### src/rtl/microprocesador.sv
// Single-cycle 8-bit microprocessor: fixed 16-bit instruction ROM, four registers,
// 16-word data memory and Z/C flags. Register writes are exposed for observation.
module microprocesador #(
    parameter int DATA_W = 8,
    parameter int PC_W   = 8
) (
    input  logic              CLK,
    input  logic              Reset,
    output logic [PC_W-1:0]   pc_o,
    output logic              halted_o,
    output logic              wr_en_o,
    output logic [1:0]        wr_addr_o,
    output logic [DATA_W-1:0] wr_data_o
);

    localparam logic [3:0] OP_NOP  = 4'h0;
    localparam logic [3:0] OP_LDI  = 4'h1;
    localparam logic [3:0] OP_ADD  = 4'h2;
    localparam logic [3:0] OP_SUB  = 4'h3;
    localparam logic [3:0] OP_AND  = 4'h4;
    localparam logic [3:0] OP_OR   = 4'h5;
    localparam logic [3:0] OP_XOR  = 4'h6;
    localparam logic [3:0] OP_ADDI = 4'h7;
    localparam logic [3:0] OP_LD   = 4'h8;
    localparam logic [3:0] OP_ST   = 4'h9;
    localparam logic [3:0] OP_JMP  = 4'hA;
    localparam logic [3:0] OP_BEQZ = 4'hB;
    localparam logic [3:0] OP_HALT = 4'hC;

    logic [PC_W-1:0]   r_pc;
    logic              r_halted;
    logic              r_z;
    logic              r_c;
    logic [DATA_W-1:0] r_regs [4];
    logic [DATA_W-1:0] r_dmem [16];

    logic [15:0]       w_instr;
    logic [3:0]        w_op;
    logic [1:0]        w_rd;
    logic [1:0]        w_rs;
    logic [7:0]        w_imm;
    logic [DATA_W-1:0] w_rd_val;
    logic [DATA_W-1:0] w_rs_val;
    logic [DATA_W:0]   w_ext;
    logic [DATA_W-1:0] w_result;
    logic              w_wr_en;
    logic              w_flag_upd;
    logic              w_c_upd;
    logic [PC_W-1:0]   w_pc_next;

    always_comb begin
        case (r_pc)
            PC_W'(0):  w_instr = 16'h1005;  // LDI  r0,5
            PC_W'(1):  w_instr = 16'h1403;  // LDI  r1,3
            PC_W'(2):  w_instr = 16'h2100;  // ADD  r0,r1
            PC_W'(3):  w_instr = 16'h9002;  // ST   r0,[2]
            PC_W'(4):  w_instr = 16'h8802;  // LD   r2,[2]
            PC_W'(5):  w_instr = 16'h3900;  // SUB  r2,r1
            PC_W'(6):  w_instr = 16'h1C03;  // LDI  r3,3
            PC_W'(7):  w_instr = 16'h7CFF;  // ADDI r3,0xFF
            PC_W'(8):  w_instr = 16'hBC0A;  // BEQZ r3,10
            PC_W'(9):  w_instr = 16'hA007;  // JMP  7
            PC_W'(10): w_instr = 16'hC000;  // HALT
            default:   w_instr = 16'h0000;
        endcase
    end

    assign w_op     = w_instr[15:12];
    assign w_rd     = w_instr[11:10];
    assign w_rs     = w_instr[9:8];
    assign w_imm    = w_instr[7:0];
    assign w_rd_val = r_regs[w_rd];
    assign w_rs_val = r_regs[w_rs];

    // NOTE: every output of this block gets a default first, so no path leaves one unassigned and no latch is inferred.
    always_comb begin
        w_ext      = '0;
        w_result   = '0;
        w_wr_en    = 1'b0;
        w_flag_upd = 1'b0;
        w_c_upd    = 1'b0;
        w_pc_next  = r_pc + PC_W'(1);
        case (w_op)
            OP_LDI: begin
                w_result = DATA_W'(w_imm);
                w_wr_en  = 1'b1;
            end
            OP_ADD, OP_ADDI: begin
                w_ext      = {1'b0, w_rd_val} + {1'b0, (w_op == OP_ADD) ? w_rs_val : DATA_W'(w_imm)};
                w_result   = w_ext[DATA_W-1:0];
                w_wr_en    = 1'b1;
                w_flag_upd = 1'b1;
                w_c_upd    = 1'b1;
            end
            OP_SUB: begin
                // The extra top bit of the difference is the borrow (rd < rs).
                w_ext      = {1'b0, w_rd_val} - {1'b0, w_rs_val};
                w_result   = w_ext[DATA_W-1:0];
                w_wr_en    = 1'b1;
                w_flag_upd = 1'b1;
                w_c_upd    = 1'b1;
            end
            OP_AND, OP_OR, OP_XOR: begin
                w_result   = (w_op == OP_AND) ? (w_rd_val & w_rs_val) :
                             (w_op == OP_OR)  ? (w_rd_val | w_rs_val) : (w_rd_val ^ w_rs_val);
                w_wr_en    = 1'b1;
                w_flag_upd = 1'b1;
            end
            OP_LD: begin
                w_result = r_dmem[w_imm[3:0]];
                w_wr_en  = 1'b1;
            end
            OP_JMP:  w_pc_next = PC_W'(w_imm);
            OP_BEQZ: if (w_rd_val == '0) w_pc_next = PC_W'(w_imm);
            OP_HALT: w_pc_next = r_pc;
            default: ;
        endcase
    end

    // NOTE: the data memory is cleared by reset because a restart must see an all-zero memory.
    always_ff @(posedge CLK or negedge Reset) begin
        if (!Reset) begin
            r_pc     <= '0;
            r_halted <= 1'b0;
            r_z      <= 1'b0;
            r_c      <= 1'b0;
            for (int i = 0; i < 4; i++)  r_regs[i] <= '0;
            for (int i = 0; i < 16; i++) r_dmem[i] <= '0;
        end else if (!r_halted) begin
            // NOTE: non-blocking assignments so every read above sees pre-edge state.
            r_pc <= w_pc_next;
            if (w_wr_en)             r_regs[w_rd] <= w_result;
            if (w_op == OP_ST)       r_dmem[w_imm[3:0]] <= w_rd_val;
            if (w_flag_upd)          r_z <= (w_result == '0);
            if (w_c_upd)             r_c <= w_ext[DATA_W];
            if (w_op == OP_HALT)     r_halted <= 1'b1;
        end
    end

    assign pc_o      = r_pc;
    assign halted_o  = r_halted;
    assign wr_en_o   = w_wr_en & ~r_halted;
    assign wr_addr_o = w_rd;
    assign wr_data_o = w_result;

endmodule

### config.mk
export PLATFORM = sky130hd
export DESIGN_NAME = microprocesador
export DESIGN_NICKNAME = d
export VERILOG_FILES = /design/src/rtl/microprocesador.sv
export SDC_FILE = /design/constraint.sdc
export NUM_CORES = 1
export LEC_CHECK = 0
export ABC_CLOCK_PERIOD_IN_PS = 6900
export CORE_UTILIZATION = 43
export DETAILED_ROUTE_END_ITERATION = 6
export RECOVER_POWER = 25
export SYNTH_ARGS = -nofsm -noshare
export SYNTH_HDL_FRONTEND = slang
export SYNTH_SLANG_ARGS = --single-unit
### constraint.sdc
create_clock -name CLK -period 6.9 [get_ports CLK]
set_clock_uncertainty 0.05 [all_clocks]
set_input_delay 1.38 -clock CLK [delete_from_list [all_inputs] [get_ports CLK]]
set_output_delay 1.38 -clock CLK [all_outputs]
set_load 0.005 [all_outputs]
==> results of run 1 <==
[power by group through the flow]
stage | sequential [mW] | combinational, mW | clock (mW)
CTS | 0.780 | 0.0172 | 0.962
global route | 0.779 | 0.0185 | 0.994
detailed placement | 0.794 | 0.0170 | 0
global placement | 0.794 | 0.0172 | 0
floorplan | 0.794 | 0.00000186 | 0
finish | 0.780 | 0.0153 | 0.947
[worst max-delay path by stage]
stage | from | endpoint | slack [ns] | depth (start not counted)
after CTS | pc_o[1] | wr_data_o[7] | 0.02 | 21
final | pc_o[0] | wr_data_o[5] | 0.41 | 20
after detailed placement | pc_o[1] | wr_data_o[7] | 0.45 | 21
after global routing | pc_o[0] | wr_data_o[6] | 0.16 | 22
after floorplan | pc_o[0] | wr_data_o[7] | 0.79 | 22
after global placement | pc_o[1] | wr_data_o[7] | 0.54 | 21
[sequential cells by signal (all words and copies together), names as in the netlist]
name      cells
r_regs       32
pc_o          8
halted_o      1
r_dmem       92
[layout by cell type (no fill, tap or decap), types with 17 or more instances in the layout]
cell / count
inv_1: 27
buf_4: 45
o21ai_0: 22
mux2_2: 43
a31oi_1: 27
clkdlybuf4s50_1: 19
dfrtp_1: 128
o21ai_1: 21
ha_1: 33
nand2_1: 142
nor2_1: 79
clkbuf_16: 17
mux2i_1: 17
a21oi_1: 46
nand3_1: 36
and3_1: 18
[layout make-up]
class / instances / area share
Sequential cell: 133 / 0.364
Inverter: 34 / 0.0139
Clock buffer: 17 / 0.0464
Tap cell: 229 / 0.0313
Timing Repair Buffer: 66 / 0.0594
Multi-Input combinational cell: 648 / 0.465
Clock inverter: 15 / 0.0201
[metal layers]
| metal | track usage | vias to the layer above | part of all wire |
|---|---|---|---|
| met5 | 0 | - | 0 |
| met4 | 0.0863 | 0 | 0.024 |
| met3 | 0.0433 | 33 | 0.053 |
| met2 | 0.391 | 194 | 0.46 |
| met1 | 0.349 | 3225 | 0.47 |
| li1 | - | 3180 | - |
[worst max-delay path: cells and delay by family (launching register included)]
kind	cells	cell delay, ns
buffers and inverters	4	1.19
flip-flops	1	0.38
adder cells (fa/ha/maj)	4	1.00
AO/OA/AOI/OAI	7	1.32
AND/OR/NAND/NOR	5	0.73
[logic make-up (layout without fill, tap and decap cells)]
group,count (synthesis),in the layout,synth area share
simple gates,337,337,0.193
buf+inv,110,132,0.0575
xor+xnor,10,10,0.0110
flops,133,133,0.418
fa+ha+maj,36,36,0.0575
compound gates,198,198,0.169
mux,67,67,0.0936
[repair_timing]
action                     in CTS  in global routing
gates resized for setup         1                 14
setup endpoints to repair       1                  3
setup buffers                   0                  8
pin swaps                       0                  7
[stage by stage]
stage / setup slack (ns) / util
after global placement: 0.539 / 0.468
after floorplan: 0.786 / -
after detailed placement: 0.449 / 0.468
after global routing: 0.163 / 0.506
final: 0.411 / 0.506
after CTS: 0.0169 / 0.502
==> key figures, run 1 <==
Outcome
  • Status: finished, violations left
  • Failing checks: DRC, capacitance limit, slew limit

Hold path
  • Hold Crit Start: r_dmem[10]
  • Tightest Hold Check Type: flip-flop to flip-flop
  • Hold Path End: r_dmem[10]
  • Hold path cells: 0

Placement
  • Port buffer count: 21
  • Gpl congestion: 0.975
  • Placed wire-length estimate: 15.9 mm
  • Placed cell areas: 0.00846 mm2
  • DP Cell Count: 1,102

Clock network
  • Clk_lat worst skew: 0.43 ns
  • H-tree depth: 4
  • Cts hold-fix bufs: 0
  • CTS tree: done
  • Max clock buf depth: 2
  • Root Buffer: clkbuf_16
  • Clk slew on worst S/H paths: 0.07 ns
  • Clock sinks: 133
  • CTS Buf Count: 17

Floorplanning
  • Starting Density: 0.440
  • DIE AREA: 0.0191 mm2
  • Core area: 0.0181 mm2
  • IO Pins: 22
  • Row count: 49
  • Die extent in x: 138 um
  • Die Span Y: 138 um

Drt
  • DR DRC count: 4
  • Initial drt markers: 638
  • Post-DR vias/cell: 5.81
  • Avg WL per Cell: 19.9 um
  • Routed Antenna Nets: 0
  • Initial DRT Pass Iterations: 7
  • Vias: 6,632
  • Total Wirelength: 22.7 mm

Power
  • Internal power: 1.33 mW
  • Tot Pwr: 1.74 mW
  • Net Sw Frac: 0.237
  • Pwr/cell area: 190 mW/mm2
  • Max IR drop VDD: 165 uV
  • Total net switching power: 0.413 mW
  • Clock group share of total power: 0.544
  • Combinational Power Share: 0.009
  • Static Leak: 4.09 nW
  • Power share of the sequential group: 0.448

STA
  • Fin crit share: 0.940
  • Max Slew Vio Count: 78
  • Setup TNS: 0 ns
  • Finish-stage setup viols: 0
  • Slew Limit Headroom: -1.76
  • Hold Slack: 0.326 ns
  • Minimum clock period: 6.49 ns
  • Achievable Freq: 0.154 GHz
  • Worst-Margin Slew: 4.14 ns
  • Unrepaired setup endpoints after global routing: no
  • Fin. Hold Viols: 0

Finish
  • Final nets: 938
  • Final instance area: 0.00916 mm2
  • Ant. Diodes: 0
  • P&R area growth vs syn: 15.0%
  • # fillers: 1,676
  • Share of cells above drive strength 1: 0.186
  • Post-route insts no fill: 1,142
  • Multi-input gate area: 0.00426 mm2
  • Register area: 0.00333 mm2

Global route
  • Initial antenna violation count: 0
  • Vias in the first global route: 6,544
  • Pin count of the biggest net entering global routing: 78
  • Gr usage total: 0.249
  • GR Overflow Total: 0
  • First-pass GRT wire length: 37.0 mm

Worst setup path
  • CP max-delay cell: clkdlybuf4s50_1
  • CP Class: flip-flop to output port
  • Worst R2R End: r_regs[31]
  • R2r setup slk: 1.91 ns
  • Setup crit start kind: flip-flop
  • WP data arrival: 5.06 ns
  • Crit-path max FO: 9
  • Crit. End Element: output port
  • Worst Reg2Reg Path Length in Cells: 19
  • CP required: 5.47 ns
  • Critical Path Max Stage Delay: 0.62 ns
  • CP Cell Sequence: buf_4 -> ha_1 -> ha_1 -> o31ai_1 -> buf_4 -> nand3_2 -> buf_4 -> nor2_1 -> a21oi_1 -> ha_2 -> nand2_1 -> o21bai_1 -> a31oi_1 -> ha_1 -> and3_1 -> a21oi_1 -> a31oi_1 -> nand3b_1 -> o211ai_1 -> clkdlybuf4s50_1
  • Worst flop-to-flop path startpoint: pc_o[5]

Synth
  • Post-synth top area share: 0.418
  • Synth top area cells: dfrtp_1 42%, nand2_1 6.7%, mux2_2 6.1%
  • Syn Area/Cell: 8.94 um2
  • Number of flops mapped to enable cells by yosys: 0
  • Synth cell types: 70
  • Async set-reset flop share out of synthesis: 1.00
  • Cell count after synthesis: 891
  • Main synth FF type: dfrtp_1
  • Netlist Area Pre-Place: 0.00796 mm2
  • Yosys warning count: 0
  • Most instantiated library cell after synthesis: nand2_1
  • Sequential share of the synthesized area: 0.418
  • Post-Syn Nets: 929
  • Synth area leader: dfrtp_1
  • FF+latch count, synth: 133
  • Top cells by count, synth: 142 x nand2_1, 133 x dfrtp_1, 80 x nor2_1

Job
  • Max Cap Violations: 1
No activity file was read; power rests on OpenSTA's default activity.
==> run 2, diff against run 1 <==
Settings changed: ABC_CLOCK_PERIOD_IN_PS 6900 to 7600.
Clock period 6.9 ns to 7.6 ns, I/O delays scaled along.
==> run 2 against run 1 <==
Compared with the run above:
- the flow still finishes with violations (DRC, capacitance limit, slew limit)
- register-to-register slack improved by 0.47 ns
- flip-flop and latch count unchanged
- non-clock buffer count decreased by 15
- die area unchanged
- critical path type unchanged
==> key figures, run 2 (synthesis gave the netlist of run 1 again) <==
Power
  • Pwr/cell area: 176 mW/mm2 (was 190 mW/mm2)
  • Static Leak: 4.00 nW (was 4.09 nW)
  • Tot Pwr: 1.58 mW (was 1.74 mW)
  • Max IR drop VDD: 147 uV (was 165 uV)

STA
  • Slew Limit Headroom: -1.30 (was -1.76)
  • Final critical-path setup slack: 0.361 ns (was 0.411 ns)
  • Max Slew Vio Count: 65 (was 78)
  • Hold Slack: 0.326 ns (about the same)
  • Minimum clock period: 7.24 ns
  • Worst-Margin Slew: 3.44 ns (was 4.14 ns)
  • Fin crit share: 0.953
  • Unrepaired setup endpoints after global routing: no (unchanged)
  • Setup TNS: 0 ns (unchanged)
  • Achievable Freq: 0.138 GHz
  • Finish-stage setup viols: 0 (unchanged)
  • Fin. Hold Viols: 0 (unchanged)

Outcome
  • Failing checks: DRC, capacitance limit, slew limit (unchanged)
  • Status: finished, violations left (unchanged)

Global route
  • Top Usage Layer GRT: met2 (unchanged)
  • First-pass GRT wire length: 37.1 mm (was 37.0 mm)
  • Met3 Usage GRT: 0.0575 (was 0.0433)
  • GR Overflow Total: 0 (unchanged)
  • M1 GR Usage: 0.339 (was 0.349)
  • Vias in the first global route: 6,545 (was 6,544)
  • Pin count of the biggest net entering global routing: 71 (was 78)
  • Gr usage total: 0.252 (was 0.249)
  • Initial antenna violation count: 0 (unchanged)
  • Met2 Use GR: 0.391 (unchanged)

Worst setup path
  • Crit-path max FO: 21 (was 9)
  • WP data arrival: 5.67 ns (was 5.06 ns)
  • Worst flop-to-flop path startpoint: pc_o[5] (unchanged)
  • CP max-delay cell: or4_4 (was clkdlybuf4s50_1)
  • CP Cell Sequence: or4_4 -> nor3_4 -> buf_4 -> mux2i_1 -> inv_2 -> nor3_1 -> o21bai_1 -> or4_1 -> a31oi_1 -> a21oi_1 -> ha_1 -> a21oi_1 -> a31oi_1 -> xnor2_1 -> and3_1 -> a221oi_2 -> nand3_2 -> clkdlybuf4s50_1 (was buf_4 -> ha_1 -> ha_1 -> o31ai_1 -> buf_4 -> nand3_2 -> buf_4 -> nor2_1 -> a21oi_1 -> ha_2 -> nand2_1 -> o21bai_1 -> a31oi_1 -> ha_1 -> and3_1 -> a21oi_1 -> a31oi_1 -> nand3b_1 -> o211ai_1 -> clkdlybuf4s50_1)
  • Crit. End Element: output port (unchanged)
  • CP Launch Point: pc_o[5] (was pc_o[0])
  • CP Class: flip-flop to output port (unchanged)
  • CP required: 6.03 ns (was 5.47 ns)
  • Setup crit start kind: flip-flop (unchanged)
  • Critical Path Max Stage Delay: 0.75 ns (was 0.62 ns)

Floorplanning
  • Core area: 0.0181 mm2 (unchanged)
  • Die Span Y: 138 um (unchanged)
  • Row count: 49 (unchanged)
  • Die extent in x: 138 um (unchanged)
  • IO Pins: 22 (unchanged)
  • Starting Density: 0.440 (unchanged)
  • DIE AREA: 0.0191 mm2 (unchanged)

Drt
  • Initial DRT Pass Iterations: 7 (unchanged)
  • Avg WL per Cell: 20.5 um (was 19.9 um)
  • DR DRC count: 3 (was 4)
  • Total Wirelength: 23.0 mm (was 22.7 mm)
  • Vias: 6,637 (was 6,632)
  • Post-DR vias/cell: 5.89 (was 5.81)
  • Initial drt markers: 713 (was 638)
  • Routed Antenna Nets: 0 (unchanged)

Placement
  • DP Cell Count: 1,095 (was 1,102)
  • Placed cell areas: 0.00840 mm2 (was 0.00846 mm2)
  • Port buffer count: 21 (unchanged)
  • Gpl congestion: 1.00 (was 0.975)
  • Dpl ws: 0.870 ns (was 0.449 ns)
  • Placed wire-length estimate: 15.6 mm (was 15.9 mm)

Finish
  • Share of cells above drive strength 1: 0.160 (was 0.186)
  • Max reg flops: 92 (unchanged)
  • Final instance area: 0.00900 mm2 (was 0.00916 mm2)
  • Ant. Diodes: 0 (unchanged)
  • Register with the most flip-flops: r_dmem (unchanged)
  • Final nets: 923 (was 938)
  • P&R area growth vs syn: 13.0% (was 15.0%)
  • Post-route insts no fill: 1,127 (was 1,142)
  • Most common cell after layout, fill and taps aside: nand2_1 (unchanged)
  • Most frequent cells in the layout: 142 x nand2_1, 131 x dfrtp_1, 80 x nor2_1 (was 142 x nand2_1, 128 x dfrtp_1, 79 x nor2_1)
  • # fillers: 1,665 (was 1,676)
  • Final core occ: 0.498 (was 0.506)

Hold path
  • Hold Crit Start: r_dmem[10] (unchanged)
  • Tightest Hold Check Type: flip-flop to flip-flop (unchanged)

Clock network
  • Clk_lat worst skew: 0.44 ns (was 0.43 ns)
  • H-tree depth: 4 (unchanged)
  • Clock sinks: 133 (unchanged)
  • Clk slew on worst S/H paths: 0.06 ns (was 0.07 ns)
  • Post-CTS setup buffers: 0 (unchanged)
  • Root Buffer: clkbuf_16 (unchanged)
  • CTS Buf Count: 17 (unchanged)
  • CTS tree: done (unchanged)
  • Max clock buf depth: 2 (unchanged)

Job
  • Max Cap Violations: 1 (unchanged)
[run 2: changes by cell type in the layout (fill, tap and decap cells not counted), sizes merged]
cell and delta:
buf -15, inv -2, clkbuf +1, clkdlybuf4s50 +1, clkinv +1, dlymetal6s2s -1
[run 2: worst paths after layout]
check / to / slack [ns] / depth (start not counted)
setup / recovery: wr_data_o[7] / 0.36 / 18
setup reg to reg: r_regs[15] / 2.38 / 18
hold reg to reg: r_dmem[10] / 0.33 / 0
max in group asynchronous: r_dmem[69] / 3.04 / 2
hold / removal: r_dmem[10] / 0.33 / 0
min in group asynchronous: pc_o[0] / 2.19 / 1
[run 2: repair_timing]
item	4_1_cts	5_1_grt
setup endpoints to repair	0	1
resized for setup	0	2
hold buffers	0	0
[run 2: worst max-delay path, delay by kind of cell, from the launching register on]
kind,cells,cell delay [ns]
compound gates,6,0.89
xor+xnor,1,0.18
flops,1,0.45
mux,1,0.43
buf+inv,3,0.83
simple gates,6,2.09
fa+ha+maj,1,0.34
[run 2: cell type report]
cell class | instances | area (um2) | share of cell area
Inverter | 34 | 128 | 0.0142
Sequential cell | 133 | 3330 | 0.370
Clock buffer | 18 | 439 | 0.0488
Multi-Input combinational cell | 648 | 4230 | 0.469
Clock inverter | 14 | 164 | 0.0182
Tap cell | 229 | 287 | 0.0318
Timing Repair Buffer | 51 | 429 | 0.0477
[run 2: power by group]
group	leakage, nW	total (mW)	switching, mW	internal (mW)
sequential	1.81	0.708	0	0.708
combinational	1.89	0.0138	0.0134	0.000421
clock	0.292	0.860	0.358	0.501
[run 2: routing by layer]
layer | up-vias | wire length, um
met3 | 41 | 1270
met4 | 0 | 633
met5 | - | 0
met2 | 190 | 10600
met1 | 3256 | 10600
li1 | 3150 | -
==> run 3, diff against run 2 <==
Settings changed: ABC_CLOCK_PERIOD_IN_PS 7600 to 7800.
Clock period 7.6 ns to 7.8 ns, I/O delays scaled along.
==> run 3 against run 2 <==
Compared with the run above:
- the flow still finishes with violations (DRC, capacitance limit, slew limit)
- final cell count hardly changed
- non-clock buffer count is 1 higher
- die area stayed put
- utilization hardly changed
- count of clock-buffer cells in the layout is 1 lower
- critical path type unchanged
- highest routed layer unchanged
==> key figures, run 3 (synthesis gave the netlist of run 1 again) <==
Finish
  • Final instance area: 0.00900 mm2 (about the same)
  • Most common cell after layout, fill and taps aside: nand2_1 (unchanged)
  • Most frequent cells in the layout: 142 x nand2_1, 132 x dfrtp_1, 80 x nor2_1 (was 142 x nand2_1, 131 x dfrtp_1, 80 x nor2_1)
  • Register area: 0.00333 mm2 (about the same)
  • P&R area growth vs syn: 13.1% (was 13.0%)
  • Share of cells above drive strength 1: 0.162 (was 0.160)
  • Max reg flops: 92 (unchanged)
  • Final nets: 924 (was 923)
  • Multi-input gate area: 0.00423 mm2 (about the same)
  • Register with the most flip-flops: r_dmem (unchanged)
  • Ant. Diodes: 0 (unchanged)
  • # fillers: 1,689 (was 1,665)

STA
  • Minimum clock period: 7.31 ns
  • Unrepaired setup endpoints after global routing: no (unchanged)
  • Achievable Freq: 0.137 GHz
  • Worst-Margin Slew: 3.50 ns (was 3.44 ns)
  • Setup TNS: 0 ns (unchanged)
  • Hold Slack: 0.325 ns (was 0.326 ns)
  • Max Slew Vio Count: 65 (unchanged)
  • Finish-stage setup viols: 0 (unchanged)
  • Fin. Hold Viols: 0 (unchanged)
  • Slew Limit Headroom: -1.33 (was -1.30)
  • Final critical-path setup slack: 0.488 ns (was 0.361 ns)
  • Fin crit share: 0.937

Clock network
  • Post-CTS setup buffers: 0 (unchanged)
  • Clock sinks: 133 (unchanged)
  • Max clock buf depth: 2 (unchanged)
  • Root Buffer: clkbuf_16 (unchanged)
  • CTS tree: done (unchanged)
  • Clk_lat worst skew: 0.42 ns (was 0.44 ns)
  • Clk slew on worst S/H paths: 0.06 ns (about the same)
  • CTS Buf Count: 17 (unchanged)
  • CTS resizes: 0 (unchanged)
  • Cts hold-fix bufs: 0 (unchanged)
  • H-tree depth: 4 (unchanged)

Floorplanning
  • Die Span Y: 138 um (unchanged)
  • DIE AREA: 0.0191 mm2 (unchanged)
  • IO Pins: 22 (unchanged)
  • Starting Density: 0.440 (unchanged)
  • Die extent in x: 138 um (unchanged)
  • Core area: 0.0181 mm2 (unchanged)
  • Row count: 49 (unchanged)

Global route
  • Gr usage total: 0.249 (was 0.252)
  • Vias in the first global route: 6,412 (was 6,545)
  • First-pass GRT wire length: 36.6 mm (was 37.1 mm)
  • Initial antenna violation count: 0 (unchanged)
  • Pin count of the biggest net entering global routing: 71 (unchanged)
  • GR Overflow Total: 0 (unchanged)

Drt
  • Uppermost layer routed: met4 (unchanged)
  • Vias: 6,582 (was 6,637)
  • Routed Antenna Nets: 0 (unchanged)
  • Initial DRT Pass Iterations: 7 (unchanged)
  • Avg WL per Cell: 20.2 um (was 20.5 um)
  • Metal3 WL: 1.27 mm (about the same)
  • Total Wirelength: 22.8 mm (was 23.0 mm)
  • Metal2 WL: 10.6 mm (about the same)
  • DR DRC count: 4 (was 3)
  • Initial drt markers: 582 (was 713)
  • Post-DR vias/cell: 5.84 (was 5.89)
  • WL met1: 10.3 mm (was 10.6 mm)

Power
  • Combinational Power Share: 0.009 (about the same)
  • Tot Pwr: 1.51 mW (was 1.58 mW)
  • Power share of the sequential group: 0.458 (was 0.448)
  • Max IR drop VDD: 154 uV (was 147 uV)
  • Internal power: 1.14 mW (was 1.21 mW)
  • Total net switching power: 0.361 mW (was 0.372 mW)
  • Static Leak: 4.00 nW (about the same)
  • Clock group share of total power: 0.533 (was 0.544)
  • Pwr/cell area: 167 mW/mm2 (was 176 mW/mm2)
  • Net Sw Frac: 0.240 (was 0.235)

Worst setup path
  • CP Launch Point: pc_o[1] (was pc_o[5])
  • Crit. End Element: output port (unchanged)
  • CP Class: flip-flop to output port (unchanged)
  • WP data arrival: 5.70 ns (was 5.67 ns)
  • Setup crit start kind: flip-flop (unchanged)
  • Worst flop-to-flop path startpoint: pc_o[1] (was pc_o[5])
  • CP required: 6.19 ns (was 6.03 ns)
  • Crit-path max FO: 11 (was 21)

Placement
  • Port buffer count: 21 (unchanged)
  • Gpl congestion: 0.967 (was 1.00)
  • Dpl ws: 0.895 ns (was 0.870 ns)
  • Placed wire-length estimate: 15.6 mm (about the same)
  • Placed cell areas: 0.00841 mm2 (was 0.00840 mm2)

Outcome
  • Status: finished, violations left (unchanged)
  • Failing checks: DRC, capacitance limit, slew limit (unchanged)

Job
  • Max Cap Violations: 1 (unchanged)

Hold path
  • Hold Crit Start: r_dmem[47] (was r_dmem[10])
  • Tightest Hold Check Type: flip-flop to flip-flop (unchanged)
-- run 3: layout make-up --
cell class | instances | area share
inverters | 34 | 0.0142
well taps | 229 | 0.0318
multi-input cells | 648 | 0.470
flip-flops and latches | 133 | 0.370
clock buffers | 17 | 0.0472
clock inverters | 15 | 0.0185
repair buffers | 52 | 0.0485
-- run 3: through the flow --
stage,instances,util
after floorplan,891,-
after global placement,1096,0.465
after detailed placement,1096,0.465
after CTS,1128,0.498
after global routing,1128,0.498
final,1128,0.498
-- run 3: power groups by stage --
stage               registers (mW)   logic, mW  clock network (mW)
global route                 0.689      0.0167               0.848
CTS                          0.690      0.0152               0.818
detailed placement           0.703      0.0152                   0
finish                       0.690      0.0135               0.802
floorplan                    0.703  0.00000186                   0
global placement             0.703      0.0153                   0
-- run 3: critical path, cell delays in order, from the launching register on --
cell	delay [ns]
dfrtp_1	0.47
inv_1	0.16
ha_1	0.31
and2_1	0.22
o31a_1	0.32
nor2_1	0.10
buf_4	0.19
nand3_1	0.22
a21oi_2	0.25
ha_1	0.21
nand2_1	0.09
o21bai_1	0.20
or4_1	0.47
a31oi_1	0.17
a21oi_1	0.06
ha_1	0.34
a21oi_1	0.14
a31oi_1	0.06
xnor2_1	0.17
and3_1	0.20
a221oi_2	0.31
nand3_2	0.16
clkdlybuf4s50_1	0.47
-- run 3: worst paths after layout --
check / end / cells after the start / slack, ns
setup / recovery: wr_data_o[7] / 22 / 0.49
hold / removal: r_dmem[47] / 0 / 0.33
setup reg to reg: r_regs[31] / 22 / 2.53
hold reg to reg: r_dmem[47] / 0 / 0.33
max in group asynchronous: r_dmem[82] / 2 / 3.14
min in group asynchronous: pc_o[4] / 1 / 2.27
-- run 3: layer usage --
| metal | up-vias | track usage |
|---|---|---|
| met4 | 0 | 0.0923 |
| li1 | 3147 | - |
| met1 | 3164 | 0.336 |
| met5 | - | 0 |
| met3 | 36 | 0.0488 |
| met2 | 235 | 0.399 |
